==> src/rtl/apb_arbiter.sv <==
// Round-robin arbiter sharing one APB slave between NUM_M APB masters, one grant per transfer.
// Optional macro ARB_TIMEOUT_EN adds an ACCESS-phase timeout with a timeout_o pulse.
module apb_arbiter #(
  parameter int NUM_M       = 2,
  parameter int ADDR_W      = 8,
  parameter int DATA_W      = 32,
  parameter int TIMEOUT_CYC = 16
) (
  input  logic                    pclk_i,
  input  logic                    preset_i,
  input  logic [NUM_M-1:0]        m_psel_i,
  input  logic [NUM_M-1:0]        m_penable_i,
  input  logic [NUM_M-1:0]        m_pwrite_i,
  input  logic [NUM_M*ADDR_W-1:0] m_paddr_i,
  input  logic [NUM_M*DATA_W-1:0] m_pwdata_i,
  output logic [DATA_W-1:0]       m_prdata_o,
  output logic [NUM_M-1:0]        m_pready_o,
  output logic [NUM_M-1:0]        m_pslverr_o,
  output logic                    s_psel_o,
  output logic                    s_penable_o,
  output logic                    s_pwrite_o,
  output logic [ADDR_W-1:0]       s_paddr_o,
  output logic [DATA_W-1:0]       s_pwdata_o,
  input  logic [DATA_W-1:0]       s_prdata_i,
  input  logic                    s_pready_i,
  input  logic                    s_pslverr_i,
  output logic [NUM_M-1:0]        grant_o,
`ifdef ARB_TIMEOUT_EN
  output logic                    timeout_o,
`endif
  output logic                    busy_o
);

  // state    | meaning
  // S_IDLE   | no transfer; arbitrate and capture the winner's request
  // S_SETUP  | slave psel=1, penable=0
  // S_ACCESS | slave psel=1, penable=1; wait for s_pready_i
  typedef enum logic [1:0] {S_IDLE, S_SETUP, S_ACCESS} state_e;

  localparam int IDX_W = (NUM_M > 1) ? $clog2(NUM_M) : 1;

  state_e             state_q, state_d;
  logic [IDX_W-1:0]   ptr_q, ptr_d, gidx_q, gidx_d;
  logic [NUM_M-1:0]   grant_q, grant_d;
  logic [ADDR_W-1:0]  paddr_q, paddr_d, paddr_sel;
  logic [DATA_W-1:0]  pwdata_q, pwdata_d, pwdata_sel;
  logic               pwrite_q, pwrite_d, pwrite_sel;
  logic               win_found;
  logic [IDX_W-1:0]   win_idx;
  logic [NUM_M-1:0]   win_oh;
  logic               timeout;
  logic               done;
  logic               unused_penable;

  assign unused_penable = ^m_penable_i;

  // First requester scanning upward from ptr+1, wrapping.
  always_comb begin
    win_found = 1'b0;
    win_idx   = '0;
    win_oh    = '0;
    for (int i = 1; i <= NUM_M; i++) begin
      for (int j = 0; j < NUM_M; j++) begin
        if (!win_found && m_psel_i[j] && (((int'(ptr_q) + i) % NUM_M) == j)) begin
          win_found = 1'b1;
          win_idx   = IDX_W'(j);
          win_oh[j] = 1'b1;
        end
      end
    end
  end

  always_comb begin
    paddr_sel  = '0;
    pwdata_sel = '0;
    pwrite_sel = 1'b0;
    for (int j = 0; j < NUM_M; j++) begin
      if (win_oh[j]) begin
        paddr_sel  = m_paddr_i[j*ADDR_W +: ADDR_W];
        pwdata_sel = m_pwdata_i[j*DATA_W +: DATA_W];
        pwrite_sel = m_pwrite_i[j];
      end
    end
  end

`ifdef ARB_TIMEOUT_EN
  localparam int CNT_W = $clog2(TIMEOUT_CYC + 1);
  logic [CNT_W-1:0] cnt_q, cnt_d;

  // Loaded in SETUP so that the TIMEOUT_CYC-th ACCESS cycle sees zero.
  always_comb begin
    cnt_d = cnt_q;
    if (state_q == S_SETUP) begin
      cnt_d = CNT_W'(TIMEOUT_CYC - 1);
    end else if (state_q == S_ACCESS && cnt_q != '0) begin
      cnt_d = cnt_q - 1'b1;
    end
  end

  always_ff @(posedge pclk_i or posedge preset_i) begin
    if (preset_i) cnt_q <= '0;
    else          cnt_q <= cnt_d;
  end

  assign timeout   = (state_q == S_ACCESS) && !s_pready_i && (cnt_q == '0);
  assign timeout_o = timeout;
`else
  localparam int unused_timeout_cyc = TIMEOUT_CYC;
  assign timeout = 1'b0;
`endif

  assign done = (state_q == S_ACCESS) && (s_pready_i || timeout);

  always_comb begin
    state_d  = state_q;
    ptr_d    = ptr_q;
    gidx_d   = gidx_q;
    grant_d  = grant_q;
    paddr_d  = paddr_q;
    pwdata_d = pwdata_q;
    pwrite_d = pwrite_q;
    case (state_q)
      S_IDLE: begin
        if (win_found) begin
          state_d  = S_SETUP;
          gidx_d   = win_idx;
          grant_d  = win_oh;
          paddr_d  = paddr_sel;
          pwdata_d = pwdata_sel;
          pwrite_d = pwrite_sel;
        end
      end
      S_SETUP: state_d = S_ACCESS;
      S_ACCESS: begin
        if (done) begin
          state_d = S_IDLE;
          ptr_d   = gidx_q;
          grant_d = '0;
        end
      end
      default: state_d = S_IDLE;
    endcase
  end

  always_ff @(posedge pclk_i or posedge preset_i) begin
    if (preset_i) begin
      state_q  <= S_IDLE;
      ptr_q    <= '0;
      gidx_q   <= '0;
      grant_q  <= '0;
      paddr_q  <= '0;
      pwdata_q <= '0;
      pwrite_q <= 1'b0;
    end else begin
      state_q  <= state_d;
      ptr_q    <= ptr_d;
      gidx_q   <= gidx_d;
      grant_q  <= grant_d;
      paddr_q  <= paddr_d;
      pwdata_q <= pwdata_d;
      pwrite_q <= pwrite_d;
    end
  end

  assign s_psel_o    = (state_q != S_IDLE) && !timeout;
  assign s_penable_o = (state_q == S_ACCESS) && !timeout;
  assign s_pwrite_o  = pwrite_q;
  assign s_paddr_o   = paddr_q;
  assign s_pwdata_o  = pwdata_q;
  assign m_prdata_o  = s_prdata_i;
  assign m_pready_o  = done ? grant_q : '0;
  assign m_pslverr_o = (done && (s_pslverr_i || timeout)) ? grant_q : '0;
  assign grant_o     = grant_q;
  assign busy_o      = (state_q != S_IDLE);

endmodule

==> config.mk <==
export PLATFORM = sky130hd
export DESIGN_NAME = apb_arbiter
export DESIGN_NICKNAME = d
export VERILOG_FILES = /design/src/rtl/apb_arbiter.sv
export SDC_FILE = /design/constraint.sdc
export NUM_CORES = 1
export LEC_CHECK = 0
export CAP_MARGIN = 40
export CORE_MARGIN = 10
export CORE_UTILIZATION = 32
export CTS_CLUSTER_DIAMETER = 120
export DETAILED_ROUTE_END_ITERATION = 8
export PLACE_DENSITY_LB_ADDON = 0.08
export SYNTH_ARGS = -nofsm -noshare
export SYNTH_HDL_FRONTEND = slang
export SYNTH_SLANG_ARGS = --single-unit
==> constraint.sdc <==
create_clock -name pclk_i -period 1.9 [get_ports pclk_i]
set_input_delay 0.38 -clock pclk_i [delete_from_list [all_inputs] [get_ports pclk_i]]
set_output_delay 0.38 -clock pclk_i [all_outputs]
set_load 0.005 [all_outputs]
==> impl_metrics.ini <==
[sta]
fin_skew_ns = 0.00378
finalCritPeriodShare_pct = 95.6
drv_slew = 0
max_freq_mhz = 550
rsz0062_at_grt = false
timing.setup.tns_ns = 0
fin_crit_ns = 1.82
hold_violations = 0
tightest_slew_ns = 0.534
timing.hold.ws_ns = 0.342
setup_viol = 0
max_slew_margin_pct = 64.4

[power]
leakage_uw = 0.00160
power_switching_uw = 1710
p_clk_share_pct = 11.2
p_int_uw = 3590
irDropWorstVdd_uv = 565
powerDensity_mw_per_mm2 = 1390
sw_frac_of_total_pct = 32.2
comb_power_share_pct = 55.8
p_seq_share_pct = 33.0

[clock_tree]
clock-sinks = 47
cts_buffer_depth = 2
cts_hold_buf = 0
htreeDepth = 2
clk_latency_ns = 0.30
cts_buffers = 5
cts_tree = yes
path_clk_slew_ns = 0.09
ctsRootBufferMaster = clkbuf_8

[synthesis]
yosys-top-cells-count = dfrtp_1 (47), o21a_1 (41), a221o_1 (39)
netlist_area_mm2 = 0.00243
synth_ff_type = dfrtp_1
synth_cell_types = 23
synthArstFlopShare_pct = 100
synth.net_count = 325
yosys_warnings = 0
synth-edff-count = 0
avgSynthCellArea_um2 = 12.0
yosysTopAreaCell = dfrtp_1
synth_seq_cells = 47
yosysMostFrequentCell = dfrtp_1
netlist.area_leader.share_pct = 48.5
syn_inst = 203
ys_top_cells_by_area = dfrtp_1 (48%), a221o_1 (16%), o21a_1 (13%), buf_4 (10%), buf_8 (2.5%)
yosysSeqAreaShare_pct = 48.5

[placement]
routabilityCongestion = 0.722
placed_cells = 401
portBuffers = 137
dpl.hpwl_um = 6370
dpl_cell_area_mm2 = 0.00368

[critical_path]
crit_type = reg -> out
r2r_start = state_q[1]
reg2reg_slack_ns = 0.18
critPathLaunchType = register
cp-end-kind = output port
cp.required_ns = 1.52
crit_fanout = 4
reg2reg_depth = 7
worstReg2RegEnd = s_pwdata_o[12]
arrival_ns = 1.44

[finish]
nets = 435
drive_above_1_share_pct = 12.1
nFillCells = 633
final_util_pct = 51.9
area_growth_pct = 56.8
antenna_cells = 0
stdcell_count = 413
final_area_mm2 = 0.00380

[die]
die_h_um = 107
rows = 31
ios = 204
die_area_mm2 = 0.0115
core_mm2 = 0.00733
die_x_um = 107
initial_core_util_pct = 33.1

[global_routing]
top_usage_layer = met2
grt_max_degree = 44
grt_pass1_vias = 2297
use_met2_pct = 22.4
grt_pass1_wl_um = 13200
globalRouteTotalUtil_pct = 14.3
antenna_found_initial = 0
use_met3_pct = 6.47
gr-total-overflow = 0
grt_util_met1_pct = 17.1

[detailed_routing]
routed_wirelength_um = 8530
drtAntennaViolNets = 0
drtPass1Iterations = 4
num_vias = 2123
drt-initial-drc-count = 85
route.detailed.drc = 0
wl_per_cell_um = 20.6
via_per_inst = 5.14

[flow_run]
drv_cap = 0

[worst_hold_path]
hold_class = in -> async

[status]
status = finished, final reports clean
==> layout make-up <==
| cell class | count | area, um^2 | area share, % |
|---|---|---|---|
| Tap cell | 99 | 124 | 3.26 |
| Clock inverter | 3 | 15.0 | 0.395 |
| Sequential cell | 47 | 1180 | 30.9 |
| Timing Repair Buffer | 154 | 1540 | 40.4 |
| Multi-Input combinational cell | 102 | 873 | 23.0 |
| Clock buffer | 5 | 68.8 | 1.81 |
| Inverter | 3 | 11.3 | 0.296 |
==> cell families (layout without fill, tap and decap cells) <==
logic type             count (synthesis)  in the layout  share of synthesized area, %
buffers and inverters                 54            165                          16.1
AO/OA/AOI/OAI                         86             86                          30.9
flip-flops                            47             47                          48.5
multiplexers                           2              2                         0.928
AND/OR/NAND/NOR                       14             14                          3.51
==> worst max-delay path, cell delays in order, from the launching register on <==
cell and delay (ns):
dfrtp_1 0.38, and2b_2 0.25, clkdlybuf4s50_1 0.52
==> power by group through the flow <==
stage	Sequential (uW)	Combinational, uW	Clock, uW
floorplan	1800	1480	0
global placement	1740	2920	0
detailed placement	1770	2930	0
CTS	1750	3020	629
global route	1820	3220	663
finish	1750	2960	594
==> metrics by stage <==
step                power (uW)  setup WS [ns]
floorplan                 3270          0.404
global placement          4660         -0.190
detailed placement        4690         -0.131
CTS                       5400        0.00155
global route              5700         0.0172
finish                    5300         0.0830
==> flip-flops by register name, indices dropped and copies added (netlist names) <==
| register | count |
|---|---|
| gidx_q | 1 |
| s_pwrite_o | 1 |
| grant_o | 2 |
| ptr_q | 1 |
| state_q | 2 |
| s_pwdata_o | 32 |
| s_paddr_o | 8 |
==> worst max-delay path by stage <==
stage	depth (start not counted)	slack [ns]	endpoint	startpoint
after floorplan	1	0.40	gidx_q	preset_i
after global placement	4	-0.19	s_pwdata_o[31]	m_psel_i[0]
final	2	0.08	s_penable_o	state_q[0]
after CTS	4	0.002	m_pslverr_o[0]	state_q[1]
after detailed placement	4	-0.13	m_pslverr_o[0]	s_pready_i
after global routing	4	0.02	m_pslverr_o[1]	state_q[1]
==> cell usage in the layout, fill, tap and decap left out, drive strengths merged <==
master	netlist	final
o21a	41	41
dlygate4sd2	0	1
dlymetal6s2s	0	2
nand2b	1	1
clkbuf	3	5
o21ai	1	1
clkdlybuf4s50	0	131
inv	3	3
a31o	2	2
and2	1	1
clkdlybuf4s15	0	3
nor2	3	3
dfrtp	47	47
nand2	2	2
clkinv	0	3
mux2	2	2
and2b	1	1
buf	48	17
a221o	41	41
and3	6	6
a21o	1	1
==> what timing repair did <==
action,4_1_cts,5_1_grt
buffers inserted,4,0
endpoints found under the setup margin,6,5
gates cloned,0,0
resized for setup,5,6
==> layer usage <==
layer	share of wire, %	vias to the layer above
met3	13	26
met2	46	130
met4	1.7	0
li1	-	959
met5	0	-
met1	40	1008
No activity file was read; power rests on OpenSTA's default activity.
